File: config.mk
export PLATFORM = sky130hd
export DESIGN_NAME = iq_sample_packer_flat
export DESIGN_NICKNAME = d
export VERILOG_FILES = /design/src/rtl/iq_sample_packer_pkg.sv /design/src/rtl/iq_sample_packer_if.sv /design/src/rtl/iq_sample_packer_quant.sv /design/src/rtl/iq_sample_packer.sv /design/src/flat_wrapper.sv
export SDC_FILE = /design/constraint.sdc
export NUM_CORES = 1
export LEC_CHECK = 0
export CELL_PAD_IN_SITES_DETAIL_PLACEMENT = 1
export CELL_PAD_IN_SITES_GLOBAL_PLACEMENT = 2
export CORE_UTILIZATION = 32
export DETAILED_ROUTE_END_ITERATION = 10
export PLACE_DENSITY_LB_ADDON = 0.1
export SLEW_MARGIN = 15
export SYNTH_ARGS = -nofsm -noshare
export SYNTH_HDL_FRONTEND = slang
export SYNTH_SLANG_ARGS = --single-unit
File: constraint.sdc
create_clock -name clk -period 2.25 [get_ports clk]
set_input_delay 0.3375 -clock clk [delete_from_list [all_inputs] [get_ports clk]]
set_output_delay 0.3375 -clock clk [all_outputs]
set_load 0.005 [all_outputs]
File: src/rtl/iq_sample_packer_pkg.sv
// Shared types and elaboration-time helpers for the IQ sample packer.
package iq_pack_pkg;

   // One input sample as it arrives on the stream: I in the top half, Q in the bottom half.
   typedef struct packed {
      logic [15:0] i;
      logic [15:0] q;
   } iq_sample_t;

   // Number of requantised samples that fit in one output word.
   function automatic int calc_pack(input int out_width, input int samp_bits);
      return out_width / (2 * samp_bits);
   endfunction

   // Lane counter width; a single-lane word still needs a 1-bit counter.
   function automatic int calc_cnt_w(input int pack);
      return (pack > 1) ? $clog2(pack) : 1;
   endfunction

   // Width of the valid-sample count carried on o_tuser (1..PACK).
   function automatic int calc_user_w(input int pack);
      return $clog2(pack + 1);
   endfunction

   // Bit position of lane k's LSB inside the output word.
   function automatic int lane_lsb(input int k, input bit msb_first, input int samp_bits,
                                   input int out_width);
      return msb_first ? (out_width - (k + 1) * 2 * samp_bits) : (k * 2 * samp_bits);
   endfunction

   // Constants for the default configuration (4+4-bit samples into 32-bit words).
   localparam int DEF_SAMP_BITS = 4;
   localparam int DEF_OUT_WIDTH = 32;
   localparam int PACK          = calc_pack(DEF_OUT_WIDTH, DEF_SAMP_BITS);
   localparam int CNT_W         = calc_cnt_w(PACK);

endpackage

File: src/rtl/iq_sample_packer_if.sv
// Stream bundle for the packer: 32-bit sample input side and packed-word output side.
// Handshake: a beat transfers on a rising clock edge where tvalid and tready are both 1;
// a source holding tvalid=1 keeps its payload stable until that transfer happens.
interface iq_sample_packer_if #(
   parameter int OUT_WIDTH = 32,
   parameter int USER_W    = 3
);
   logic [31:0]          i_tdata;
   logic                 i_tlast;
   logic                 i_tvalid;
   logic                 i_tready;
   logic [OUT_WIDTH-1:0] o_tdata;
   logic [USER_W-1:0]    o_tuser;
   logic                 o_tlast;
   logic                 o_tvalid;
   logic                 o_tready;

   // Packer side: consumes samples, produces packed words.
   modport slave (
      input  i_tdata, i_tlast, i_tvalid,
      output i_tready,
      output o_tdata, o_tuser, o_tlast, o_tvalid,
      input  o_tready
   );

   // Environment side: supplies samples, consumes packed words.
   modport master (
      output i_tdata, i_tlast, i_tvalid,
      input  i_tready,
      input  o_tdata, o_tuser, o_tlast, o_tvalid,
      output o_tready
   );
endinterface

File: src/rtl/iq_sample_packer_quant.sv
// Combinational requantiser for one 16-bit two's-complement component: keeps the top
// SAMP_BITS, optionally rounds half up, and clamps at the positive maximum.
module iq_component_quant #(
   parameter int SAMP_BITS = 4,
   parameter int ROUND_EN  = 1
) (
   input  logic [15:0]          i_x,
   output logic [SAMP_BITS-1:0] o_q,
   output logic                 o_sat
);
   // Largest positive value representable in SAMP_BITS, i.e. {0,1..1}.
   localparam logic [SAMP_BITS-1:0] MAX_POS = SAMP_BITS'((2 ** (SAMP_BITS - 1)) - 1);
   // Bit just below the kept field; clamped so a full-width config still elaborates.
   localparam int HALF_IDX = (SAMP_BITS < 16) ? (15 - SAMP_BITS) : 0;

   logic [SAMP_BITS-1:0] w_trunc;
   logic                 w_unused;

   assign w_trunc  = i_x[15 -: SAMP_BITS];
   assign w_unused = ^i_x;

   if ((ROUND_EN != 0) && (SAMP_BITS < 16)) begin : g_round
      // Round half up; only the positive maximum can overflow, so it is held there instead.
      always_comb begin
         o_q   = w_trunc;
         o_sat = 1'b0;
         if (i_x[HALF_IDX]) begin
            if (w_trunc == MAX_POS) begin
               o_sat = 1'b1;
            end else begin
               o_q = w_trunc + SAMP_BITS'(1);
            end
         end
      end
   end else begin : g_trunc
      // Plain truncation to the MSBs never saturates.
      always_comb begin
         o_q   = w_trunc;
         o_sat = 1'b0;
      end
   end
endmodule

File: src/rtl/iq_sample_packer.sv
// Requantises 16+16-bit IQ samples and packs PACK of them per output word.
// Stage 1 is a lane accumulator, stage 2 the output register; a partial word is
// flushed with zero-filled lanes when the input marks the end of a packet.
module iq_sample_packer
   import iq_pack_pkg::*;
#(
   parameter int SAMP_BITS = 4,
   parameter int OUT_WIDTH = 32,
   parameter int ROUND_EN  = 1,
   parameter int MSB_FIRST = 1
) (
   input  logic                clk,
   input  logic                reset,
   iq_sample_packer_if.slave   s_if,
   output logic [15:0]         sat_count
);
   localparam int LANE_W = 2 * SAMP_BITS;
   localparam int NLANES = calc_pack(OUT_WIDTH, SAMP_BITS);
   localparam int CNT_LW = calc_cnt_w(NLANES);
   localparam int USER_W = calc_user_w(NLANES);

   iq_sample_t           w_in;
   logic [SAMP_BITS-1:0] w_i_q;
   logic [SAMP_BITS-1:0] w_q_q;
   logic                 w_i_sat;
   logic                 w_q_sat;
   logic [LANE_W-1:0]    w_lane;
   logic                 w_ready;
   logic                 w_accept;
   logic                 w_done;
   logic [OUT_WIDTH-1:0] w_merged;

   logic [OUT_WIDTH-1:0] r_acc;
   logic [CNT_LW-1:0]    r_cnt;
   logic [OUT_WIDTH-1:0] r_o_tdata;
   logic [USER_W-1:0]    r_o_tuser;
   logic                 r_o_tlast;
   logic                 r_o_tvalid;
   logic [15:0]          r_sat_count;

   assign w_in = s_if.i_tdata;

   iq_component_quant #(.SAMP_BITS(SAMP_BITS), .ROUND_EN(ROUND_EN)) u_quant_i (
      .i_x   (w_in.i),
      .o_q   (w_i_q),
      .o_sat (w_i_sat)
   );

   iq_component_quant #(.SAMP_BITS(SAMP_BITS), .ROUND_EN(ROUND_EN)) u_quant_q (
      .i_x   (w_in.q),
      .o_q   (w_q_q),
      .o_sat (w_q_sat)
   );

   assign w_lane   = {w_i_q, w_q_q};
   // Accept whenever the output register is empty or being drained this cycle.
   assign w_ready  = ~r_o_tvalid | s_if.o_tready;
   assign w_accept = s_if.i_tvalid & w_ready;
   assign w_done   = (r_cnt == CNT_LW'(NLANES - 1)) | s_if.i_tlast;

   // Drop the incoming lane into the slot selected by the lane counter.
   always_comb begin
      w_merged = r_acc;
      for (int k = 0; k < NLANES; k++) begin
         if (r_cnt == CNT_LW'(k)) begin
            w_merged[lane_lsb(k, (MSB_FIRST != 0), SAMP_BITS, OUT_WIDTH) +: LANE_W] = w_lane;
         end
      end
   end

   // Accumulator and lane counter: restart at lane 0 after every completed word.
   always_ff @(posedge clk or negedge reset) begin
      if (!reset) begin
         r_acc <= '0;
         r_cnt <= '0;
      end else if (w_accept) begin
         if (w_done) begin
            r_acc <= '0;
            r_cnt <= '0;
         end else begin
            r_acc <= w_merged;
            r_cnt <= r_cnt + CNT_LW'(1);
         end
      end
   end

   // Output register: load a finished word, otherwise clear valid once the beat is taken.
   always_ff @(posedge clk or negedge reset) begin
      if (!reset) begin
         r_o_tdata  <= '0;
         r_o_tuser  <= '0;
         r_o_tlast  <= 1'b0;
         r_o_tvalid <= 1'b0;
      end else if (w_accept && w_done) begin
         r_o_tdata  <= w_merged;
         r_o_tuser  <= USER_W'(r_cnt) + USER_W'(1);
         r_o_tlast  <= s_if.i_tlast;
         r_o_tvalid <= 1'b1;
      end else if (s_if.o_tready) begin
         r_o_tvalid <= 1'b0;
      end
   end

   // Saturation counter: one count per accepted sample with either component clamped.
   always_ff @(posedge clk or negedge reset) begin
      if (!reset) begin
         r_sat_count <= '0;
      end else if (w_accept && (w_i_sat || w_q_sat) && (r_sat_count != 16'hFFFF)) begin
         r_sat_count <= r_sat_count + 16'd1;
      end
   end

   assign s_if.i_tready = w_ready;
   assign s_if.o_tdata  = r_o_tdata;
   assign s_if.o_tuser  = r_o_tuser;
   assign s_if.o_tlast  = r_o_tlast;
   assign s_if.o_tvalid = r_o_tvalid;
   assign sat_count     = r_sat_count;
endmodule

File: src/flat_wrapper.sv
// flat-port wrapper written by rule: the top's interface ports become plain ports
module iq_sample_packer_flat import iq_pack_pkg::*;
#(
   parameter int SAMP_BITS = 4,
   parameter int OUT_WIDTH = 32,
   parameter int ROUND_EN  = 1,
   parameter int MSB_FIRST = 1
)
  (clk, reset, sat_count, s_if_i_tdata, s_if_i_tlast, s_if_i_tvalid, s_if_i_tready, s_if_o_tdata, s_if_o_tuser, s_if_o_tlast, s_if_o_tvalid, s_if_o_tready);
  iq_sample_packer_if #(.OUT_WIDTH(OUT_WIDTH), .USER_W(3)) s_if_i ();
  input  logic clk;
  input  logic reset;
  output logic [15:0] sat_count;
  input wire logic [$bits(s_if_i.i_tdata)-1:0] s_if_i_tdata;
  input wire logic [$bits(s_if_i.i_tlast)-1:0] s_if_i_tlast;
  input wire logic [$bits(s_if_i.i_tvalid)-1:0] s_if_i_tvalid;
  output wire logic [$bits(s_if_i.i_tready)-1:0] s_if_i_tready;
  output wire logic [$bits(s_if_i.o_tdata)-1:0] s_if_o_tdata;
  output wire logic [$bits(s_if_i.o_tuser)-1:0] s_if_o_tuser;
  output wire logic [$bits(s_if_i.o_tlast)-1:0] s_if_o_tlast;
  output wire logic [$bits(s_if_i.o_tvalid)-1:0] s_if_o_tvalid;
  input wire logic [$bits(s_if_i.o_tready)-1:0] s_if_o_tready;
  assign s_if_i.i_tdata = s_if_i_tdata;
  assign s_if_i.i_tlast = s_if_i_tlast;
  assign s_if_i.i_tvalid = s_if_i_tvalid;
  assign s_if_i_tready = s_if_i.i_tready;
  assign s_if_o_tdata = s_if_i.o_tdata;
  assign s_if_o_tuser = s_if_i.o_tuser;
  assign s_if_o_tlast = s_if_i.o_tlast;
  assign s_if_o_tvalid = s_if_i.o_tvalid;
  assign s_if_i.o_tready = s_if_o_tready;
  iq_sample_packer #(.SAMP_BITS(SAMP_BITS), .OUT_WIDTH(OUT_WIDTH), .ROUND_EN(ROUND_EN), .MSB_FIRST(MSB_FIRST)) u_core (.clk(clk), .reset(reset), .s_if(s_if_i), .sat_count(sat_count));
endmodule
==> impl_metrics.json <==
{
  "synth-seq-cells": 87,
  "rows": 40,
  "slowest_delay_ns": 0.44,
  "ys_seq_area_share_pct": 53.1,
  "io_pins": 91,
  "ys_warn_count": 0,
  "synth.avg_cell_area_sq_um": 10.3,
  "ys.flop_type": "dfrtp_1",
  "power_density_nw_per_um2": 859,
  "clk_path_buf_depth": 2,
  "die_h_um": 115,
  "worstMarginPinSlew_ns": 0.538,
  "cts-root-buf": "clkbuf_16",
  "setup_viol": 0,
  "grt_pass1_vias": 3607,
  "ir_drop_mv": 0.523,
  "ys_types": 50,
  "cts-buffers-inserted": 9,
  "slew_violations": 0,
  "hold_violations": 0,
  "die_w_um": 115,
  "crit_family": "buffers and inverters",
  "h-tree-depth": 3,
  "place_congestion": 0.790,
  "nets": 542,
  "num_vias": 3443,
  "grtUsageTotal_pct": 19.4,
  "synth_edf_count": 0,
  "synth_area_sq_um": 4100,
  "cp.buffers_inverters": 4,
  "cp-start-kind": "input port",
  "async_flop_share_pct": 100,
  "fin_skew_ns": 0.00498,
  "slowest_stage": "clkdlybuf4s50_1",
  "drtIter0Drc": 151,
  "initial_utilization_pct": 33.4,
  "io_buffer_count": 68,
  "outcome": "completed",
  "max_slew_margin_pct": 64.2,
  "core_area_sq_um": 12300,
  "tns_ns": 0,
  "endpoint_kind": "primary output",
  "areaGrowthSynthToFinish_pct": 34.6,
  "arrival_ns": 1.77,
  "drv_cap": 0,
  "worst_ep_required_time_ns": 1.91,
  "crit_chain": "clkdlybuf4s50_1, nor2b_1, clkinv_1, buf_4, clkdlybuf4s50_1",
  "grt_pass1_wl_um": 19200,
  "min_period_ns": 2.10,
  "max_freq_ghz": 0.475,
  "wl_um": 11400,
  "p_leak_nw": 2.52,
  "syn_nets": 441,
  "layout-drive-gt1-share_pct": 14.0,
  "placed_area_sq_um": 5250,
  "cts_tree": "done",
  "dpl.hpwl_um": 8180,
  "antenna_found_initial": 0,
  "viasPerCell": 5.15,
  "detail-route-antenna-nets": 0,
  "timing.rr.start": "u_core.sat_count[1]",
  "dieArea_sq_um": 13300,
  "fin_crit_sh_pct": 93.5,
  "drc": 0,
  "clk_pin_slew_ns": 0.06,
  "rsz0062_at_grt": "false",
  "grt_max_degree": 52,
  "hold_start": "u_core.s_if.o_tdata[18]",
  "grt_overflow_total": 0,
  "fin_area_sq_um": 5520,
  "wl_per_cell_um": 17.1,
  "diodes": 0,
  "syn_inst": 397,
  "first_pass_iters": 4,
  "criticalPathCategory": "in -> out",
  "hp-class": "reg -> reg",
  "crit_top_cell": "clkdlybuf4s50_1",
  "clk_latency_ns": 0.34,
  "critPathMaxFanout": 6,
  "cts_resized": 0,
  "startpoint": "s_if_o_tready",
  "clock-sinks": 87
}
final timing paths:
kind,depth (start not counted),slack (ns),to
setup / recovery,5,0.15,s_if_i_tready
hold / removal,2,0.47,u_core.s_if.o_tdata[18]
setup reg to reg,5,0.27,u_core.sat_count[1]
hold reg to reg,2,0.47,u_core.s_if.o_tdata[18]
max in group asynchronous,3,1.07,u_core.sat_count[15]
min in group asynchronous,2,0.52,u_core.s_if.o_tdata[25]
cells in the mapped netlist (3+ instances only):
cell | count | area (sq um)
nor3_1 | 4 | 20.0
buf_2 | 4 | 20.0
a32o_1 | 12 | 120
and2_1 | 9 | 56.3
o22ai_1 | 5 | 31.3
o2bb2ai_1 | 3 | 26.3
nand4b_1 | 4 | 35.0
and3_1 | 11 | 68.8
ha_1 | 7 | 87.6
a211oi_1 | 10 | 75.1
xor2_1 | 5 | 43.8
xnor2_1 | 9 | 78.8
nand4_1 | 8 | 50.1
dfrtp_1 | 87 | 2180
a31oi_1 | 5 | 31.3
clkbuf_1 | 17 | 63.8
inv_1 | 7 | 26.3
a21boi_0 | 3 | 22.5
a22o_1 | 13 | 114
nor2_1 | 28 | 105
a21o_1 | 9 | 67.6
nand3_1 | 12 | 60.1
a21oi_1 | 5 | 25.0
o21ai_1 | 3 | 15.0
nor2b_1 | 4 | 25.0
o21ai_0 | 43 | 215
mux2i_1 | 5 | 50.1
nand2_1 | 36 | 135
sequential cells by signal, summed over array words and instances (netlist names):
signal / count
u_core.s_if.o_tuser: 3
u_core.s_if.o_tlast: 1
u_core.sat_count: 16
u_core.s_if.o_tvalid: 1
u_core.s_if.o_tdata: 32
u_core.r_cnt: 2
u_core.r_acc: 32
placed cells by master (no fill, tap or decap), types with 8 or more instances in the layout:
cell type,count
nor2_1,28
a211oi_1,10
and3_1,11
o21ai_0,43
buf_4,43
nand3_1,12
xnor2_1,9
clkbuf_16,9
clkdlybuf4s50_1,67
and2_1,9
a32o_1,12
dfrtp_1,87
a22o_1,13
nand4_1,8
a21o_1,9
nand2_1,36
repair_timing:
action,CTS,global route
hold buffers,1,0
hold endpoints to repair,14,0
buffers inserted,0,0
stage by stage:
step | util, % | hold WS, ns | worst slack, ns | total power, W | std cells
after floorplan | - | 0.0419 | 0.412 | 0.00260 | 397
after global placement | 42.8 | 0.353 | -0.0100 | 0.00339 | 654
after detailed placement | 42.8 | 0.363 | -0.0849 | 0.00341 | 654
after CTS | 45.0 | 0.480 | 0.128 | 0.00482 | 669
after global routing | 45.0 | 0.498 | 0.0638 | 0.00505 | 669
final | 45.0 | 0.473 | 0.146 | 0.00474 | 669
worst reg2reg max path: stages (launching register included):
cell and delay (ns):
dfrtp_1 0.45, ha_1 0.27, nand3_1 0.13, or4_4 0.51, and2_4 0.21, mux2_4 0.29
cell type report:
type / count / area, sq um
fillers: 1373 / 6740
inverters: 8 / 30.0
flip-flops and latches: 87 / 2180
clock inverters: 1 / 5.00
clock buffers: 13 / 260
repair buffers: 113 / 1040
multi-input cells: 279 / 1800
well taps: 168 / 210
routing by layer:
layer,GRT usage (%),share of wire (%)
met5,0,0
met4,4.50,0.84
met3,5.17,2.6
met2,31.3,47
met1,26.0,49
logic make-up after synthesis:
group	Yosys count	synth area share, %
and+or+nand+nor	136	17.8
AOI/OAI and AO/OA	115	19.0
DFF	87	53.1
buffers and inverters	31	3.14
xor gates and xnor gates	14	2.99
muxes	7	1.86
adders and majority gates	7	2.14
power breakdown:
part	total [W]	switching [W]	internal, W	leakage, nW
clock	0.00138	0.000584	0.000795	0.132
sequential	0.00203	0.000185	0.00185	1.16
combinational	0.00133	0.000596	0.000736	1.24
total	0.00474	0.00137	0.00338	2.52
No activity file was read; power rests on OpenSTA's default activity.
